## config.mk

```make
export PLATFORM = sky130hd
export DESIGN_NAME = key_event_decoder
export DESIGN_NICKNAME = d
export VERILOG_FILES = /design/src/rtl/key_event_decoder.sv
export SDC_FILE = /design/constraint.sdc
export NUM_CORES = 1
export LEC_CHECK = 0
export CORE_MARGIN = 4
export CORE_UTILIZATION = 55
export CTS_BUF_LIST = sky130_fd_sc_hd__clkbuf_4 sky130_fd_sc_hd__clkbuf_8 sky130_fd_sc_hd__clkbuf_16
export CTS_CLUSTER_DIAMETER = 40
export DETAILED_ROUTE_END_ITERATION = 8
export PLACE_DENSITY = 0.72
export SYNTH_ARGS = -nofsm -noshare
export SYNTH_HDL_FRONTEND = slang
export SYNTH_SLANG_ARGS = --single-unit
```

## constraint.sdc

```tcl
create_clock -name clk -period 11.1 [get_ports clk]
set_input_delay 2.775 -clock clk [delete_from_list [all_inputs] [get_ports clk]]
set_output_delay 2.775 -clock clk [all_outputs]
set_load 0.05 [all_outputs]
```

## src/rtl/key_event_decoder.sv

```systemverilog
// UART-byte to key-event decoder: maps received bytes onto configurable key codes,
// drives per-key hold levels with cooldown lockout, and queues key-index events.
module key_event_decoder #(
  parameter int unsigned NUM_KEYS                  = 6,
  parameter logic [8*NUM_KEYS-1:0] KEY_CODES       = {8'h0D, 8'h20, 8'h64, 8'h61, 8'h73, 8'h77},
  parameter int unsigned HOLD_CYCLES               = 1000,
  parameter int unsigned COOLDOWN_CYCLES           = 500000,
  parameter int unsigned CASE_FOLD                 = 1,
  parameter int unsigned FIFO_DEPTH                = 4,
  localparam int unsigned KW = (NUM_KEYS > 1) ? $clog2(NUM_KEYS) : 1,
  localparam int unsigned LW = $clog2(FIFO_DEPTH) + 1
) (
  input  logic                clk,
  input  logic                reset,
  input  logic [7:0]          rx_data,
  input  logic                rx_valid,
  output logic [NUM_KEYS-1:0] key_hold,
  output logic                unknown_key,
  output logic                evt_valid,
  output logic [KW-1:0]       evt_key,
  input  logic                evt_ready,
  output logic [LW-1:0]       evt_level,
  output logic [7:0]          drop_count
);

  localparam int unsigned AW = $clog2(FIFO_DEPTH);

  logic                rx_valid_d;
  logic                acc;
  logic [7:0]          folded;
  logic                hit;
  logic [KW-1:0]       hit_idx;
  logic [NUM_KEYS-1:0] hit_sel;
  logic [NUM_KEYS-1:0] cd_idle;
  logic [NUM_KEYS-1:0] load;
  logic                push;
  logic                pop;
  logic                full;
  logic                push_ok;

  logic [15:0]         hold_cnt [NUM_KEYS];
  logic [19:0]         cooldown [NUM_KEYS];
  logic [KW-1:0]       fifo_mem [FIFO_DEPTH];
  logic [AW-1:0]       wr_ptr;
  logic [AW-1:0]       rd_ptr;
  logic [LW-1:0]       level;

  always_comb begin
    folded = rx_data;
    if (CASE_FOLD != 0 && rx_data >= 8'h41 && rx_data <= 8'h5A) begin
      folded = rx_data | 8'h20;
    end
    hit     = 1'b0;
    hit_idx = '0;
    hit_sel = '0;
    cd_idle = '0;
    // Ascending scan with a found flag so the lowest index wins on duplicate codes.
    for (int unsigned i = 0; i < NUM_KEYS; i++) begin
      cd_idle[i] = (cooldown[i] == '0);
      if (!hit && folded == KEY_CODES[8*i +: 8]) begin
        hit        = 1'b1;
        hit_idx    = KW'(i);
        hit_sel[i] = 1'b1;
      end
    end
    acc     = rx_valid & ~rx_valid_d;
    push    = acc & hit & (|(hit_sel & cd_idle));
    load    = push ? hit_sel : '0;
    full    = (level == LW'(FIFO_DEPTH));
    pop     = (level != '0) & evt_ready;
    push_ok = push & (~full | pop);
  end

  always_ff @(posedge clk or posedge reset) begin
    if (reset) begin
      rx_valid_d  <= 1'b1;
      unknown_key <= 1'b0;
    end else begin
      rx_valid_d  <= rx_valid;
      unknown_key <= acc & ~hit;
    end
  end

  always_ff @(posedge clk or posedge reset) begin
    if (reset) begin
      for (int unsigned i = 0; i < NUM_KEYS; i++) begin
        hold_cnt[i] <= '0;
        cooldown[i] <= '0;
      end
    end else begin
      for (int unsigned i = 0; i < NUM_KEYS; i++) begin
        if (load[i]) begin
          hold_cnt[i] <= 16'(HOLD_CYCLES);
          cooldown[i] <= 20'(COOLDOWN_CYCLES);
        end else begin
          if (hold_cnt[i] != '0) hold_cnt[i] <= hold_cnt[i] - 16'd1;
          if (cooldown[i] != '0) cooldown[i] <= cooldown[i] - 20'd1;
        end
      end
    end
  end

  always_ff @(posedge clk or posedge reset) begin
    if (reset) begin
      for (int unsigned i = 0; i < FIFO_DEPTH; i++) begin
        fifo_mem[i] <= '0;
      end
      wr_ptr     <= '0;
      rd_ptr     <= '0;
      level      <= '0;
      drop_count <= '0;
    end else begin
      if (push_ok) begin
        fifo_mem[wr_ptr] <= hit_idx;
        wr_ptr           <= wr_ptr + AW'(1);
      end else if (push && drop_count != 8'hFF) begin
        drop_count <= drop_count + 8'd1;
      end
      if (pop) rd_ptr <= rd_ptr + AW'(1);
      case ({push_ok, pop})
        2'b10:   level <= level + LW'(1);
        2'b01:   level <= level - LW'(1);
        default: level <= level;
      endcase
    end
  end

  always_comb begin
    key_hold = '0;
    for (int unsigned i = 0; i < NUM_KEYS; i++) begin
      key_hold[i] = (hold_cnt[i] != '0);
    end
  end

  assign evt_valid = (level != '0);
  assign evt_key   = fifo_mem[rd_ptr];
  assign evt_level = level;

endmodule

```

# [Yosys cells after proc, flatten, opt, wreduce, memory -nomap -nowiden]
# Index checks and enable logic that the tools add are counted.
[totals] register_bits=245 out_inout_bits=22 wordCells=164
[classes] n_addsub=17 order_cmp=5 n_eq_ne=10 mux=49 bitwise_logic=14 reduce_logical=47
[ops] op="20-bit two-way mux" count=12
[ops] op="16-bit two-way mux" count=12
[ops] op="20-bit logical NOT" count=6
[ops] op="20-bit nonzero test" count=6
[ops] op="20-bit by 1-bit subtractor with 20-bit output, second input constant" count=6
[ops] op="16-bit nonzero test" count=6
[ops] op="16-bit by 1-bit subtractor with 16-bit output, second input constant" count=6
[ops] op="8-bit by 7-bit == test with 1-bit output, second input constant" count=4
[ops] op="2-bit nonzero test" count=13
[ops] op="3-bit two-way mux" count=7
[ops] op="12-bit bitwise mux" count=1
[ops] op="1-bit two-way mux" count=12
[ops] op="6-bit two-way mux" count=2
[ops] op="8-bit by 1-bit adder with 8-bit output, second input constant" count=1
[ops] op="8-bit by 4-bit == test with 1-bit output, second input constant" count=1
[ops] op="8-bit by 6-bit == test with 1-bit output, second input constant" count=1
[ops] op="8-bit by 7-bit greater-or-equal comparator with 1-bit output, second input constant" count=1
[ops] op="8-bit by 7-bit <= comparator with 1-bit output, second input constant" count=1
[ops] op="1-bit logical AND" count=8
[ops] op="8-bit inequality test, second input constant" count=1
[ops] op="1-bit AND" count=6
[ops] op="6-bit AND" count=1
[ops] op="3-bit binary-select mux with 2-bit select" count=1
[ops] op="3-bit demux with 2-bit select" count=1
[ops] op="16 further kinds" count=26

# [Logic depth before layout (Yosys ltp)]
[depth] depth_word=26 depth_mapped=15 mapped_depth_nobuf=14

# [Worst setup path before layout]
# OpenSTA, ideal clock, no wires.
[synth_path] kind="in2reg" from="input rx_data[0]" to="register level[2], in the netlist evt_level[2]" setup_time_ns=0.144 arrival_time_ns=4.860 required_time_ns=10.956 path_slack_ns=6.096 stages=13 n_path_buf=1 cell_sequence="clkbuf_1 nor4b_1 nand2_1 nor4_1 nor4_1 o22ai_1 nand3_1 ha_1 inv_1 fa_1 xor2_1 nor2_1 xor2_1"
[synth_between] elab_chain_cells=26 word_cells_on_any_way=40 classes_between="order compare: 2; eq/ne: 8; mux: 13; bitwise: 4; reduce/logical: 13"
[synth_lines] element="start, declared" line_no="15" text="input logic [7:0] rx_data,"
[synth_lines] element="8-bit by 7-bit greater-or-equal comparator with 1-bit output / 8-bit by 7-bit <= comparator with 1-bit output (equally long branches)" line_no="50" text="if (CASE_FOLD != 0 && rx_data >= 8'h41 && rx_data <= 8'h5A) begin"
[synth_lines] element="1-bit logical AND" line_no="50"
[synth_lines] element="6-bit two-way mux (*)" line_no="50"
[synth_lines] element="8-bit by 7-bit == test with 1-bit output" line_no="60" text="if (!hit && folded == KEY_CODES[8*i +: 8]) begin"
[synth_lines] element="1-bit two-way mux" line_no="60"
[synth_lines] element="1-bit logical NOT" line_no="60"
[synth_lines] element="1-bit logical AND" line_no="60"
[synth_lines] element="1-bit two-way mux" line_no="60"
[synth_lines] element="[10 not listed]"
[synth_lines] element="1-bit logical AND" line_no="60"
[synth_lines] element="1-bit two-way mux" line_no="60"
[synth_lines] element="6-bit AND" line_no="67" text="push = acc & hit & (|(hit_sel & cd_idle));"
[synth_lines] element="6-bit OR reduction" line_no="67"
[synth_lines] element="1-bit AND (*)" line_no="67"
[synth_lines] element="1-bit AND (*)" line_no="71" text="push_ok = push & (~full | pop);"
[synth_lines] element="2-bit by 1-bit == test with 1-bit output / 2-bit == test (equally long branches)" line_no="120" text="case ({push_ok, pop})"
[synth_lines] element="3-bit one-hot mux with 2 select lines / 2-bit nonzero test (equally long branches)"
[synth_lines] element="end signal, assigned" line_no="121" text="2'b10: level <= level + LW'(1);"
[synth_lines] element="end signal, assigned" line_no="122" text="2'b01: level <= level - LW'(1);"
[synth_lines] element="end signal, assigned" line_no="123" text="default: level <= level;"
[synth_lines] element="end, declared" line_no="46" text="logic [LW-1:0] level;"
# Every way passes the cells marked *; elsewhere a longest branch is shown, timed or not.
# A chain may end at the register's enable or synchronous reset.

# [Worst setup path after layout]
[layout_path] from="input rx_data[1]" to="register hold_cnt[92] in the netlist's numbering"
[layout_between] elab_chain_cells=25 word_cells_on_any_way=38 classes_between="order compare: 2; eq/ne: 6; mux: 14; bitwise: 3; reduce/logical: 13"
[layout_lines] element="8-bit by 7-bit greater-or-equal comparator with 1-bit output / 8-bit by 7-bit <= comparator with 1-bit output (equally long branches)" line_no="50"
[layout_lines] element="1-bit logical AND" line_no="50"
[layout_lines] element="6-bit two-way mux (*)" line_no="50"
[layout_lines] element="8-bit by 7-bit == test with 1-bit output" line_no="60"
[layout_lines] element="1-bit two-way mux" line_no="60"
[layout_lines] element="1-bit logical NOT" line_no="60"
[layout_lines] element="1-bit logical AND" line_no="60"
[layout_lines] element="1-bit two-way mux" line_no="60"
[layout_lines] element="[9 not listed]"
[layout_lines] element="1-bit logical NOT" line_no="60"
[layout_lines] element="1-bit logical AND" line_no="60"
[layout_lines] element="1-bit two-way mux" line_no="60"
[layout_lines] element="6-bit AND" line_no="67"
[layout_lines] element="6-bit OR reduction" line_no="67"
[layout_lines] element="1-bit AND" line_no="67"
[layout_lines] element="6-bit two-way mux (*)" line_no="68" text="load = push ? hit_sel : '0;"
[layout_lines] element="16-bit two-way mux / 2-bit nonzero test (equally long branches)"
[layout_lines] element="end signal, assigned by index" line_no="93" text="hold_cnt[i] <= 16'(HOLD_CYCLES);"
[layout_lines] element="end, declared" line_no="41" text="logic [15:0] hold_cnt [NUM_KEYS];"
# Marked as above.

==> results.sh <==
export IMPL_cts_buffers=37
export IMPL_port_buffers=33
export IMPL_p_clk_share_pct=43.9
export IMPL_rsz0062_at_grt="no"
export IMPL_drcViolationCount=0
export IMPL_ys_seq_elements=245
export IMPL_mappedNetlistNets=1238
export IMPL_drt_iter0_markers=453
export IMPL_root_buffer="clkbuf_16"
export IMPL_hpwl_um=15660
export IMPL_rr_worst_depth=7
export IMPL_slew_viol_final=0
export IMPL_whs_path_depth=1
export IMPL_die_y_um=155.9
export IMPL_synth_edff_count=0
export IMPL_period_share_pct=55.12
export IMPL_grt_usage_pct=20.08
export IMPL_ys_flop_type="dfrtp_1"
export IMPL_num_rows=53
export IMPL_period_needed_ps=6118
export IMPL_clock_latency_ps=510
export IMPL_slew_headroom_pct=34.72
export IMPL_antenna_cells=0
export IMPL_report_power_total_uw=2634
export IMPL_power_density_nw_per_um2=189.7
export IMPL_vias_per_cell=5.551
export IMPL_cts_tree="yes"
export IMPL_utilization_pct=65.23
export IMPL_crit_arrival_ps=6510
export IMPL_tightestPinTransition_ps=970.2
export IMPL_cp_end_kind="flop"
export IMPL_vias=8637
export IMPL_finalHoldViolations=0
export IMPL_postCtsSetupBuffers=0
export IMPL_yosysUniqueCellTypes=62
export IMPL_netlist_instances=1207
export IMPL_ys_seq_area_share_pct=50.94
export IMPL_grt_ovfl_total=0
export IMPL_switching_share_pct=27.83
export IMPL_sequentialPowerShare_pct=44.5
export IMPL_setup_violations=0
export IMPL_skew_ps=18.12
export IMPL_drive_gt1_share_pct=8.665
export IMPL_grt_max_degree=106
export IMPL_fmax_mhz=163.4
export IMPL_first_global_vias=8824
export IMPL_design_die_area_um2=24320
export IMPL_grt_antenna_before_repair=0
export IMPL_hold_class="flop to flop"
export IMPL_cap_violations=0
export IMPL_core_area_um2=21290
export IMPL_clock_path_buffers=3
export IMPL_start_kind="input pin"
export IMPL_cellLeakagePower_uw=0.005538
export IMPL_areaGrowthSynthToFinish_pct=15.35
export IMPL_place_gp_congestion=0.8032
export IMPL_setup_tns_final_ps=0
export IMPL_post_cts_resized=0
export IMPL_combPwrFrac_pct=11.6
export IMPL_p_int_uw=1901
export IMPL_wl_um=23360
export IMPL_die_x_um=155.9
export IMPL_initial_utilization_pct=56.55
export IMPL_pin_count=34
export IMPL_grt_pass1_wl_um=41030
export IMPL_critical_path_required_ps=11490
export IMPL_htree_levels=2
export IMPL_path_clk_slew_ps=50
export IMPL_switchingPower_uw=733.0
export IMPL_cts_sinks=245
export IMPL_nets=1284
export IMPL_syn_cell_area_um2=12040
export IMPL_routedWlPerCell_um=15.01
export IMPL_worstSetupPathType="input pin to flop"
export IMPL_crit_path_max_fanout=13
export IMPL_syn_area_per_cell_um2=9.973
export IMPL_cts_hold_buffers=0
export IMPL_ys_warn_count=0
export IMPL_vdd_drop_max_uv=152.1
export IMPL_status="finished clean"
export IMPL_ys_async_sr_fraction_pct=100.0
export IMPL_final_antenna_net_count=0
export IMPL_dr_pass1_iters=7
## power groups by stage
stage | registers, uW | logic [uW] | clock network, uW
global route | 1200 | 345 | 1230
finish | 1170 | 304 | 1160
detailed placement | 1180 | 306 | 0
global placement | 1180 | 293 | 0
CTS | 1170 | 309 | 1180
floorplan | 1170 | 225 | 0
## cells by family (layout without fill, tap and decap cells)
family                   Yosys count  count (layout)  synth area share [%]
AND/OR/NAND/NOR                  599             599                 25.41
XOR/XNOR                         177             177                 12.94
adder cells (fa/ha/maj)           19              19                 2.037
multiplexers                      28              28                 2.817
buffers and inverters             70             144                 2.370
flip-flops                       245             245                 50.94
AO/OA/AOI/OAI                     69              69                 3.482
## synthesized netlist by cell type, types with 14 or more instances
master,count,share of area (%)
dfrtp_1,244,51
nand2_1,150,4.7
nor2_1,139,4.3
xnor2_1,94,6.8
xor2_1,82,6.0
nor3_1,73,3.0
nor4_1,43,2.2
inv_1,40,1.2
nand3_1,40,1.7
o21ai_0,32,1.3
or3_1,28,1.5
clkbuf_1,21,0.65
or4_1,21,1.3
nand4_1,20,1.0
ha_1,18,1.9
mux2_2,16,1.5
a21oi_1,15,0.62
nor2b_1,14,0.73
## metrics by stage
step	hold WS [ps]	setup slack (ps)	std cells	cell area (um2)
global route	479.0	4664	1556	13890
floorplan	433.3	1597	1207	12040
CTS	463.2	4973	1556	13890
detailed placement	452.7	4474	1489	12620
finish	465.5	4982	1556	13890
global placement	450.0	4593	1489	12620
## final timing paths
check	slack (ps)	endpoint	startpoint
setup / recovery	4980	hold_cnt[92]	rx_data[1]
hold / removal	470	cooldown[52]	cooldown[52]
max in group asynchronous	6840	hold_cnt[33]	reset
min in group asynchronous	2790	drop_count[5]	reset
hold reg to reg	470	cooldown[52]	cooldown[52]
setup reg to reg	7470	hold_cnt[92]	cooldown[33]
## layout by cell type (no fill, tap or decap), drive strengths merged, types with 33 or more instances in the layout
cell type      instances
dfrtp                244
nand2                150
nor3                  74
nor2                 140
xor2                  82
nand3                 41
nor4                  46
inv                   46
clkdlybuf4s50         33
clkbuf                48
xnor2                 95
## layout make-up
class | count | area, um2
inverters | 40 | 157.7
flip-flops and latches | 245 | 6132
clock buffers | 48 | 1062
well taps | 275 | 344.1
clock inverters | 19 | 203.9
fillers | 1691 | 7401
multi-input cells | 892 | 5625
repair buffers | 37 | 360.3
## worst max-delay path: stages
cell             delay, ps
clkdlybuf4s50_1        450
nor4_1                 850
nand2_1                370
nor3_1                 340
nor4_2                 100
o22ai_1                760
nand3_1                550
and3_1                 310
## registers in the layout, indices dropped and copies added (netlist names)
| name | count |
|---|---|
| cooldown | 120 |
| fifo_mem | 12 |
| unknown_key | 1 |
| evt_level | 3 |
| wr_ptr | 2 |
| rx_valid_d | 1 |
| rd_ptr | 2 |
| drop_count | 8 |
| hold_cnt | 96 |
## layer usage
| layer | wire [um] | part of all wire (%) | track usage [%] |
|---|---|---|---|
| met1 | 10610 | 45 | 26.99 |
| met2 | 11340 | 49 | 33.09 |
| met3 | 752 | 3.2 | 3.467 |
| met4 | 658 | 2.8 | 7.211 |
| met5 | 0 | 0 | 0 |
Power figures use the tool's default switching activity.
